==> src/rtl/wiener_fetch_scheduler.sv <==
// Raster fetch controller: streams each 320x240 source row from ROM one row ahead of display,
// tags returned pixels with col/row, and drives line-buffer rotate and edge-replication flags.
module wiener_fetch_scheduler #(
  parameter int SRC_W   = 320,
  parameter int SRC_H   = 240,
  parameter int ROM_LAT = 1,
  parameter int AW      = 17
) (
  input  logic          i_pclk,
  input  logic          i_rst_n,
  input  logic          i_enable,
  input  logic          i_frame_start,
  input  logic          i_line_start,
  input  logic [8:0]    i_vga_y,
  output logic          o_rom_en,
  output logic [AW-1:0] o_rom_addr,
  output logic          o_wr_valid,
  output logic [8:0]    o_wr_col,
  output logic [7:0]    o_wr_row,
  output logic          o_row_done,
  output logic          o_lb_rotate,
  output logic          o_frame_ready,
  output logic          o_edge_top,
  output logic          o_edge_bot,
  output logic          o_busy,
  output logic          o_err_overrun,
  output logic [2:0]    o_dbg_state
);

  typedef enum logic [2:0] {
    IDLE      = 3'd0,
    PRIME0    = 3'd1,
    PRIME1    = 3'd2,
    WAIT_LINE = 3'd3,
    FETCH     = 3'd4,
    DRAIN     = 3'd5,
    DONE      = 3'd6
  } state_t;

  state_t        r_state, w_state_d;
  // Tag of the burst in flight: PRIME0, PRIME1 or WAIT_LINE (steady state).
  state_t        r_tag, w_tag_d;
  logic          r_rom_en;
  logic [AW-1:0] r_rom_addr;
  logic [8:0]    r_col;
  logic [7:0]    r_cur_row;
  logic [1:0]    r_dcnt;
  logic [AW-1:0] r_row_base;
  logic [7:0]    r_next_row;
  logic          r_pv   [ROM_LAT];
  logic [8:0]    r_pcol [ROM_LAT];
  logic [7:0]    r_prow [ROM_LAT];
  logic          r_row_done, r_lb_rotate, r_frame_ready;
  logic          r_edge_top, r_edge_bot, r_err_overrun;

  logic          w_launch, w_restart, w_abort, w_row_end, w_service, w_overrun;
  logic [7:0]    w_disp;
  logic          w_line_ok, w_fetchable, w_last_col, w_drain_end;

  assign w_disp      = i_vga_y[8:1];
  assign w_line_ok   = i_line_start && !i_vga_y[0] && (i_vga_y < 9'd480);
  assign w_fetchable = ({1'b0, w_disp} + 9'd2) <= 9'(SRC_H - 1);
  assign w_last_col  = (r_col == 9'(SRC_W - 1));
  assign w_drain_end = (r_dcnt == 2'(ROM_LAT - 1));
  assign w_overrun   = i_line_start && ((r_state == FETCH) || (r_state == DRAIN));

  always_ff @(posedge i_pclk or negedge i_rst_n) begin
    if (!i_rst_n) r_state <= IDLE;
    else          r_state <= w_state_d;
  end

  always_comb begin
    w_state_d = r_state;
    w_tag_d   = r_tag;
    w_launch  = 1'b0;
    w_restart = 1'b0;
    w_abort   = 1'b0;
    w_row_end = 1'b0;
    w_service = 1'b0;
    if (i_frame_start && (r_state != IDLE) && (r_state != DONE)) begin
      // Resync: drop everything in flight and restart the frame from row 0.
      w_abort = 1'b1;
      if (i_enable) begin
        w_state_d = FETCH;
        w_tag_d   = PRIME0;
        w_launch  = 1'b1;
        w_restart = 1'b1;
      end else begin
        w_state_d = IDLE;
      end
    end else begin
      case (r_state)
        IDLE: begin
          if (i_frame_start && i_enable) begin
            w_state_d = FETCH;
            w_tag_d   = PRIME0;
            w_launch  = 1'b1;
            w_restart = 1'b1;
          end
        end
        PRIME1: begin
          w_state_d = FETCH;
          w_tag_d   = PRIME1;
          w_launch  = 1'b1;
        end
        WAIT_LINE: begin
          if (w_line_ok) begin
            w_service = 1'b1;
            if (i_vga_y == 9'd478) begin
              w_state_d = DONE;
            end else if (w_fetchable) begin
              w_state_d = FETCH;
              w_tag_d   = WAIT_LINE;
              w_launch  = 1'b1;
            end
          end
        end
        FETCH: begin
          if (w_last_col) w_state_d = DRAIN;
        end
        DRAIN: begin
          if (w_drain_end) begin
            w_row_end = 1'b1;
            w_state_d = (r_tag == PRIME0) ? PRIME1 : WAIT_LINE;
          end
        end
        DONE: begin
          if (i_frame_start) w_state_d = IDLE;
        end
        default: w_state_d = IDLE;
      endcase
    end
  end

  always_ff @(posedge i_pclk or negedge i_rst_n) begin
    if (!i_rst_n) begin
      r_tag         <= IDLE;
      r_rom_en      <= 1'b0;
      r_rom_addr    <= '0;
      r_col         <= '0;
      r_cur_row     <= '0;
      r_dcnt        <= '0;
      r_row_base    <= '0;
      r_next_row    <= '0;
      r_row_done    <= 1'b0;
      r_lb_rotate   <= 1'b0;
      r_frame_ready <= 1'b0;
      r_edge_top    <= 1'b0;
      r_edge_bot    <= 1'b0;
      r_err_overrun <= 1'b0;
      for (int i = 0; i < ROM_LAT; i++) begin
        r_pv[i]   <= 1'b0;
        r_pcol[i] <= '0;
        r_prow[i] <= '0;
      end
    end else begin
      r_row_done  <= w_row_end;
      r_lb_rotate <= w_row_end;
      // ROM data pipeline: the abort kills every read still in flight.
      r_pv[0]   <= r_rom_en && !w_abort;
      r_pcol[0] <= r_col;
      r_prow[0] <= r_cur_row;
      for (int i = 1; i < ROM_LAT; i++) begin
        r_pv[i]   <= r_pv[i-1] && !w_abort;
        r_pcol[i] <= r_pcol[i-1];
        r_prow[i] <= r_prow[i-1];
      end
      if (w_overrun) r_err_overrun <= 1'b1;
      if (w_abort) begin
        r_rom_en   <= 1'b0;
        r_edge_top <= 1'b0;
        r_edge_bot <= 1'b0;
      end
      if (w_restart) begin
        r_row_base <= '0;
        r_next_row <= '0;
      end
      if (w_launch) begin
        r_rom_en   <= 1'b1;
        r_rom_addr <= w_restart ? '0 : r_row_base;
        r_col      <= '0;
        r_cur_row  <= w_restart ? 8'd0 : r_next_row;
        r_tag      <= w_tag_d;
      end else if ((r_state == FETCH) && !w_abort) begin
        if (w_last_col) begin
          r_rom_en <= 1'b0;
          r_dcnt   <= '0;
        end else begin
          r_col      <= r_col + 9'd1;
          r_rom_addr <= r_rom_addr + AW'(1);
        end
      end else if ((r_state == DRAIN) && !w_abort) begin
        r_dcnt <= r_dcnt + 2'd1;
      end
      if (w_row_end) begin
        r_row_base <= r_row_base + AW'(SRC_W);
        r_next_row <= r_next_row + 8'd1;
      end
      if (w_service) begin
        r_edge_top <= (w_disp == 8'd0);
        r_edge_bot <= (w_disp == 8'(SRC_H - 1));
      end
      if ((w_state_d == IDLE) || w_abort) r_frame_ready <= 1'b0;
      else if (w_row_end && (r_tag == PRIME1)) r_frame_ready <= 1'b1;
    end
  end

  // wr_valid qualifies wr_col/wr_row; there is no back-pressure, the consumer must accept every beat.
  assign o_rom_en      = r_rom_en;
  assign o_rom_addr    = r_rom_addr;
  assign o_wr_valid    = r_pv[ROM_LAT-1];
  assign o_wr_col      = r_pcol[ROM_LAT-1];
  assign o_wr_row      = r_prow[ROM_LAT-1];
  assign o_row_done    = r_row_done;
  assign o_lb_rotate   = r_lb_rotate;
  assign o_frame_ready = r_frame_ready;
  assign o_edge_top    = r_edge_top;
  assign o_edge_bot    = r_edge_bot;
  assign o_busy        = (r_state == FETCH) || (r_state == DRAIN);
  assign o_err_overrun = r_err_overrun;
  assign o_dbg_state   = r_state;

endmodule

==> config.mk <==
export PLATFORM = sky130hd
export DESIGN_NAME = wiener_fetch_scheduler
export DESIGN_NICKNAME = d
export VERILOG_FILES = /design/src/rtl/wiener_fetch_scheduler.sv
export SDC_FILE = /design/constraint.sdc
export NUM_CORES = 1
export LEC_CHECK = 0
export CAP_MARGIN = 15
export CORE_MARGIN = 2
export CORE_UTILIZATION = 35
export CTS_BUF_LIST = sky130_fd_sc_hd__clkbuf_8
export DETAILED_ROUTE_END_ITERATION = 8
export PLACE_DENSITY_LB_ADDON = 0.05
export SLEW_MARGIN = 30
export SYNTH_ARGS = -nofsm -noshare
export SYNTH_HDL_FRONTEND = slang
export SYNTH_SLANG_ARGS = --single-unit
==> constraint.sdc <==
create_clock -name i_pclk -period 4.86 [get_ports i_pclk]
set_clock_uncertainty 0.1 [all_clocks]
set_input_delay 0.729 -clock i_pclk [delete_from_list [all_inputs] [get_ports i_pclk]]
set_output_delay 0.729 -clock i_pclk [all_outputs]
set_load 0.02 [all_outputs]
; Yosys cells after proc, flatten, opt, wreduce, memory -nomap -nowiden
; Index checks and enable logic that the tools add are counted.
[word_totals]
register_bits = 91
latch_bits = 0
mem_bits_rw = 0
mem_bits_ro = 0
input_bits = 14
output_inout_bits = 46
elab_cells = 127
mem_count = 0
[classes]
addsub = 6
multipliers = 0
n_div = 0
order_cmp = 2
eq_ne = 18
n_shift = 0
muxes = 56
bitwise = 1
reduce_logical = 27
[op_table]
columns = operator, count
row1 = $mux 17, 5
row2 = $mux 3, 15
row3 = $mux 9, 3
row4 = $mux 1, 25
row5 = $eq 9x9->1 const B, 2
row6 = $pmux 3 s6, 1
row7 = $add 17x1->17 const B, 1
row8 = $add 17x9->17 const B, 1
row9 = $mux 8, 2
row10 = $ne 3x3->1 const B, 5
row11 = $logic_and 1x1->1, 10
row12 = $add 8x2->9 const B, 1
row13 = $add 9x1->9 const B, 1
row14 = $eq 3x2->1 const B, 3
row15 = $eq 3x3->1 const B, 3
row16 = $le 9x8->1 const B, 1
row17 = $lt 9x9->1 const B, 1
row18 = $pmux 3 s3, 1
row19 = $add 8x1->8 const B, 1
row20 = $eq 8x8->1 const B, 1
row21 = $logic_not 8->1, 1
row22 = $reduce_bool 2->1, 4
row23 = $reduce_and 7->1, 1
row24 = $logic_not 3->1, 2
row25 = other kinds (13), 19

; Logic depth before layout (Yosys ltp)
; Gate-level depths: netlist (run 1).
[logic_depth]
depth_word = 10
depth_mapped = 11
mapped_depth_nobuf = 9

; Worst setup path after synthesis (run 1)
; Ideal clock, no wire load.
[synth_path]
path_kind = input -> register
startpoint = input port i_vga_y[2]
endpoint = register r_rom_addr[6] (netlist: o_rom_addr[6])
setup_time_ns = 0.119
t_arrival_ns = 2.380
t_required_ns = 4.641
slack_ns = 2.261
stages = 9
path_buffers = 1
path_cell_list = ha_1 -> and4b_1 -> a211o_1 -> a21oi_2 -> nand3_2 -> a21o_1 -> buf_6 -> a32o_1 -> o21a_1
[synth_between]
elab_chain_cells = 9
elab_cells_between_ends = 14
classes_between = 1 x add/sub / 2 x order compare / 2 x eq/ne / 6 x mux / 3 x reduce/logical
[synth_lines]
columns = item, line_no
row1 = from (decl), 14  ; input logic [8:0] i_vga_y,
row2 = $add 8x2->9, 62  ; assign w_fetchable = ({1'b0, w_disp} + 9'd2) <= 9'(SRC_H - 1);
row3 = $le 9x8->1, 62
row4 = $mux 1, 111  ; end else if (w_fetchable) begin
row5 = $mux 1, 109  ; if (i_vga_y == 9'd478) begin
row6 = $mux 1 *, 107  ; if (w_line_ok) begin
row7 = $pmux 1 s3 *, 92  ; case (r_state)
row8 = $mux 1 *, 80  ; if (i_frame_start && (r_state != IDLE) && (r_state != DONE)) begin
row9 = $ne 2x2->1 (no line) / $reduce_bool 2->1 (equally long branches), n/a
row10 = $reduce_and 2->1 (no line), n/a
row11 = to (signal assigned), 180  ; r_rom_addr <= w_restart ? '0 : r_row_base;
row12 = to (signal assigned), 190  ; r_rom_addr <= r_rom_addr + AW'(1);
row13 = to (decl), 44  ; logic [AW-1:0] r_rom_addr;
; Every way passes the cells marked *; elsewhere a longest branch is shown, timed or not.
; A chain may end at the register's enable or synchronous reset.

; Worst setup path after layout (run 1)
[layout_path]
startpoint = input port i_vga_y[2]
endpoint = register r_rom_addr[10] (netlist: o_rom_addr[10])
; Same word-level chain as after synthesis.

==> results.py, run 1 <==
metrics = {
    "layout": {
        "diodes": 0,
        "drive_gt1_frac": 0.09483,
        "area_growth_syn_to_layout_pct": 20.54,
        "finish.instance_area_mm2": 0.005132,
        "nNetsFinal": 480,
        "fill_cells": 1164,
    },
    "clock_network": {
        "insertion_delay_ps": 380,
        "postCtsHoldBufs": 0,
        "root_buffer": "clkbuf_8",
        "cts-resized-gates": 0,
        "clock-sinks": 90,
        "cts_inserted_buffers": 9,
        "htreeDepth": 3,
        "cts_setup_buffers": 0,
        "cts_tree": "yes",
        "clock_path_buffers": 2,
        "clk_pin_slew_ps": 90,
    },
    "die": {
        "die_area_mm2": 0.01306,
        "num_rows": 40,
        "die_h_um": 114.3,
        "coreArea_mm2": 0.01196,
        "ios": 60,
        "initial_utilization": 0.3560,
        "die_w_um": 114.3,
    },
    "timing": {
        "relSlewSlack": 0.4535,
        "tightestPinTransition_ps": 819.7,
        "min_period_ps": 3586,
        "fmax_mhz": 278.9,
        "setup_violations": 0,
        "hold_violations": 0,
        "period_share": 0.7378,
        "hold_ws_ps": 254.2,
        "rsz0062_at_grt": "no",
        "slew_viol_final": 0,
        "fin_setup_tns_ps": 0,
    },
    "synthesis": {
        "ys.flop_type": "dfrtp_1",
        "yosysWarnings": 0,
        "syn_area_mm2": 0.004258,
        "seq_area_frac_synth": 0.5289,
        "synth.ff_latch_count": 90,
        "async_flop_share": 1.000,
        "synthDistinctLibCells": 62,
        "synth_cells": 402,
        "avgSynthCellArea_um2": 10.59,
        "synth-edff-count": 0,
        "syn_nets": 423,
    },
    "global_routing": {
        "grt_pass1_wl_um": 16910,
        "grt_usage": 0.1655,
        "grt_overflow": 0,
        "grt_max_degree": 50,
        "first_global_vias": 3234,
        "antenna_found_initial": 0,
    },
    "route": {
        "drtPass1Iterations": 6,
        "drtIter0Drc": 223,
        "postRouteAntennaNets": 0,
        "vias": 3242,
        "vias_per_cell": 5.306,
        "drc": 0,
        "wl_per_cell_um": 15.78,
        "totalWireLength_um": 9643,
    },
    "placement": {
        "placedInstanceArea_mm2": 0.004943,
        "hpwlAfterDp_um": 6483,
        "place.gp.congestion": 0.7812,
        "port_buffers": 59,
    },
    "pwr": {
        "p_per_area_mw_per_mm2": 277.0,
        "p_leak_uw": 0.002218,
        "peakVddDrop_uv": 109.5,
    },
    "job": {
        "drv_cap": 0,
    },
    "worst_setup_path": {
        "path_class": "primary input to flip-flop",
        "cp-start-kind": "primary input",
        "end_kind": "flip-flop",
        "cp_data_required_time_ps": 5030,
        "cp_max_fo": 23,
        "cp.arrival_ps": 3760,
    },
    "outcome": {
        "run_status": "completed",
    },
    "hold_path": {
        "hp-class": "primary input to asynchronous set/reset pin",
    },
}
## path summary, 6_finish.rpt
check                                         start                    endpoint  slack (ps)  cells past startpoint
setup / recovery                         i_vga_y[2]  o_rom_addr[10]$_DFFE_PN0P_        1270                     10
hold / removal                              i_rst_n       o_wr_col[7]$_DFF_PN0_         250                      1
setup reg to reg           o_dbg_state[0]$_DFF_PN0_  o_rom_addr[10]$_DFFE_PN0P_        2020                      5
hold reg to reg            r_cur_row[7]$_DFFE_PN0P_       o_wr_row[7]$_DFF_PN0_         290                      0
max in group asynchronous                   i_rst_n  o_rom_addr[12]$_DFFE_PN0P_        3400                      2
min in group i_pclk        r_cur_row[7]$_DFFE_PN0P_       o_wr_row[7]$_DFF_PN0_         290                      0
## worst max-delay path, stage by stage
cell and delay [ps]:
clkdlybuf4s50_1 600, inv_1 80, ha_1 280, o211ai_1 130
nor4_2 310, a21oi_2 80, nand3_2 130, a21o_1 670
nand2_2 410, o211a_1 330
## cells by family (layout without fill, tap and decap cells)
logic type	Yosys count	count (layout)	synth area share
buffers and inverters	22	84	0.03085
AOI/OAI and AO/OA	93	93	0.1728
xor gates and xnor gates	12	12	0.02468
DFF	90	90	0.5289
and+or+nand+nor	174	174	0.2128
adders and majority gates	7	7	0.02057
muxes	4	4	0.009404
## cell usage after synthesis, types with 2 or more instances
master      n  area (um2)
o31ai_1     5       37.54
and4_1      2       17.52
or2_2       5       31.28
a31oi_1     4       25.02
nor4_1      2       12.51
and2_1      9       56.30
nor2b_1     6       37.54
a32o_1      4       40.04
o21ai_0    21       105.1
a221o_1     2       20.02
a31o_2      2       17.52
nor3_1      8       40.04
buf_6       3       33.78
a22o_1     10       87.58
a21oi_2     2       17.52
dfrtp_1    90        2252
a2bb2oi_2   6       90.09
and3_1      7       43.79
nor2_1     25       93.84
o211ai_1    4       30.03
nand4b_1    2       17.52
xor2_1      6       52.55
buf_4       3       22.52
inv_1       5       18.77
o211a_1     2       20.02
o21a_1      4       30.03
nand3_1    35       175.2
mux2i_1     4       40.04
nand4_1    13       81.33
nand2b_1    3       18.77
a211o_1     2       17.52
a21o_1      5       37.54
nand2_2     4       25.02
nand2_1    42       157.7
nor3b_1     2       15.01
buf_2       3       15.01
xnor2_1     6       52.55
ha_1        7       87.58
clkbuf_1    6       22.52
a21oi_1     9       45.04
## where the power goes
group	internal [uW]	leakage, uW	switching [uW]
sequential	762	0.00123	13.0
combinational	56.7	0.000893	88.7
clock	216	0.0000919	286
total	1030	0.00222	388
## per-layer routing
metal / vias up / share of wire / wire [um] / global-route usage
met5: - / 0 / 0 / 0
met4: 0 / 0.016 / 157 / 0.06098
met3: 10 / 0.034 / 329 / 0.03917
met2: 54 / 0.45 / 4387 / 0.2516
met1: 1586 / 0.49 / 4770 / 0.2309
li1: 1592 / - / - / -
## area by class of cell
class,instances,area [um2],area share
sequential,90,2252,0.4388
multi-input combinational,290,1874,0.3652
clock buffer,11,151.4,0.02950
timing repair buffer,62,610.6,0.1190
clock inverter,5,37.54,0.007314
inverter,6,22.52,0.004388
tap,147,183.9,0.03584
## stage by stage
step | std cells | worst slack [ps] | utilization | power, uW
4_1_cts | 611 | 1239 | 0.4291 | 1442
5_1_grt | 611 | 972.4 | 0.4291 | 1493
2_1_floorplan | 402 | 2261 | - | 871.2
6_report | 611 | 1274 | 0.4291 | 1422
3_5_place_dp | 595 | 845.9 | 0.4133 | 938.2
3_3_place_gp | 595 | 894.1 | 0.4133 | 936.9
## placed cells by master, fill, tap and decap left out, types with 7 or more instances in the layout
cell type / n
dfrtp_1: 90
clkdlybuf4s50_1: 58
nand2_1: 42
nand3_1: 35
nor2_1: 25
o21ai_0: 21
nand4_1: 13
clkbuf_8: 11
a22o_1: 10
a21oi_1: 9
and2_1: 9
nor3_1: 8
and3_1: 7
ha_1: 7
## state kept, by name, summed over array words and instances (netlist names)
name	count
o_edge_bot	1
o_wr_col	9
o_wr_valid	1
r_cur_row	8
o_err_overrun	1
r_row_base	17
o_lb_rotate	1
o_wr_row	8
r_col	9
r_next_row	8
o_rom_addr	17
o_rom_en	1
o_edge_top	1
r_dcnt	2
r_tag	2
o_frame_ready	1
o_dbg_state	3
Note: power is estimated with default switching activity, not from simulation.
==> run 2, diff against run 1 <==
clock period = 3.5 ns   (was 4.86 ns; I/O delays follow)
==> results.py, run 2 (same netlist as run 1, synthesis figures left out) <==
metrics = {
    "clock_network": {
        "cts_setup_buffers": 0,
        "cts_inserted_buffers": 9,
        "insertion_delay_ps": 370,
        "root_buffer": "clkbuf_8",
        "postCtsHoldBufs": 0,
        "clock_path_buffers": 2,
        "cts-resized-gates": 0,
        "clk_pin_slew_ps": 80,
        "htreeDepth": 3,
        "clock-sinks": 90,
        "cts_tree": "yes",
    },
    "placement": {
        "placedInstanceArea_mm2": 0.004994,
        "port_buffers": 59,
        "place.gp.congestion": 0.7624,
        "hpwlAfterDp_um": 6584,
    },
    "worst_setup_path": {
        "cp_slowest_cell": "clkdlybuf4s50_1",
        "cp.arrival_ps": 3040,
        "crit_cells": 11,
        "cp_max_fo": 21,
        "slowest_delay_ps": 630,
        "critPathCapture": "o_rom_addr[10]$_DFFE_PN0P_",
        "r2r_start": "o_dbg_state[1]$_DFF_PN0_",
        "path_class": "primary input to flip-flop",
        "cp_data_required_time_ps": 3660,
        "r2r-end": "r_next_row[7]$_DFF_PN0_",
        "cp-start-kind": "primary input",
        "rrSetupSlack_ps": 1060,
        "critPathBufInv": 3,
        "cp_cell_sequence": "clkdlybuf4s50_1 > inv_1 > ha_1 > o211ai_1 > nor3_1 > a21oi_2 > nand3_2 > a21o_1 > buf_4 > a22o_1 > o211a_1",
        "path_delay_family": "compound AO/OA/AOI/OAI gates",
        "end_kind": "flip-flop",
        "reg2reg_depth": 7,
        "crit_path_start": "i_vga_y[2]",
    },
    "route": {
        "drc": 0,
        "vias_per_cell": 5.246,
        "totalWireLength_um": 9575,
        "drtPass1Iterations": 4,
        "wl_per_cell_um": 15.59,
        "postRouteAntennaNets": 0,
        "vias": 3221,
        "drtIter0Drc": 197,
    },
    "die": {
        "die_w_um": 114.3,
        "die_area_mm2": 0.01306,
        "initial_utilization": 0.3560,
        "num_rows": 40,
        "coreArea_mm2": 0.01196,
        "die_h_um": 114.3,
        "ios": 60,
    },
    "timing": {
        "rsz0062_at_grt": "no",
        "fmax_mhz": 347.3,
        "slew_viol_final": 0,
        "min_period_ps": 2879,
        "setup_violations": 0,
        "hold_violations": 0,
        "relSlewSlack": 0.5524,
        "hold_ws_ps": 96.54,
        "fin_setup_tns_ps": 0,
        "period_share": 0.8226,
        "tightestPinTransition_ps": 671.4,
    },
    "job": {
        "drv_cap": 0,
    },
    "global_routing": {
        "first_global_vias": 3116,
        "grt_pass1_wl_um": 16450,
        "grt_overflow": 0,
        "grt_usage": 0.1609,
        "antenna_found_initial": 0,
        "grt_max_degree": 54,
    },
    "layout": {
        "drive_gt1_frac": 0.09636,
        "fin_util": 0.4320,
        "final_common_cell": "dfrtp_1",
        "nNetsFinal": 485,
        "final_cell_mix": "dfrtp_1, clkdlybuf4s50_1, nand2_1",
        "finish.instance_area_mm2": 0.005167,
        "area_growth_syn_to_layout_pct": 21.36,
        "diodes": 0,
    },
    "hold_path": {
        "hp-class": "primary input to asynchronous set/reset pin",
    },
    "pwr": {
        "p_total_uw": 1959,
        "p_leak_uw": 0.002247,
        "p_per_area_mw_per_mm2": 379.0,
        "peakVddDrop_uv": 186.2,
    },
    "outcome": {
        "run_status": "completed",
    },
}
## run 2: changes by cell type in the layout (fill, tap and decap cells not counted), sizes merged
cell	previous run	this run
clkinvlp	2	1
inv	6	7
bufinv	0	1
clkinv	3	2
buf	4	9
clkbuf	11	9
## run 2: area by class of cell
type	count	area, um2
Tap cell	147	183.9
Inverter	6	22.52
Fill cell	1156	6794
Multi-Input combinational cell	290	1874
Sequential cell	90	2252
Timing Repair Buffer	67	660.6
Clock inverter	5	50.05
Clock buffer	9	123.9
## run 2: how the worst min path moves through the flow
stage                              from                  endpoint  slack (ps)  depth (start not counted)
4_1_cts                         i_rst_n     o_wr_col[7]$_DFF_PN0_         100                          1
5_1_grt                         i_rst_n     o_wr_col[7]$_DFF_PN0_         140                          1
3_3_place_gp   r_cur_row[4]$_DFFE_PN0P_     o_wr_row[4]$_DFF_PN0_         270                          0
3_5_place_dp   r_cur_row[6]$_DFFE_PN0P_     o_wr_row[6]$_DFF_PN0_         270                          0
2_1_floorplan                   i_rst_n  o_dbg_state[0]$_DFF_PN0_         130                          0
6_report                        i_rst_n     o_wr_col[7]$_DFF_PN0_         100                          1
## run 2: metal layers
layer / global-route usage / part of all wire / vias to the layer above
met5: 0 / 0 / -
li1: - / - / 1596
met1: 0.2316 / 0.51 / 1560
met4: 0.07317 / 0.018 / 0
met3: 0.02594 / 0.027 / 10
met2: 0.2385 / 0.45 / 55
## run 2: per-stage QoR
stage / setup WS (ps) / std cells
4_1_cts: 657.0 / 614
3_5_place_dp: 251.2 / 600
6_report: 620.8 / 614
2_1_floorplan: 1105 / 402
3_3_place_gp: 337.9 / 600
5_1_grt: 501.0 / 614
## run 2: where the power goes
part / total [uW] / internal (uW) / switching [uW]
logic: 209 / 84.1 / 125
registers: 1080 / 1060 / 17.7
clock network: 674 / 316 / 358
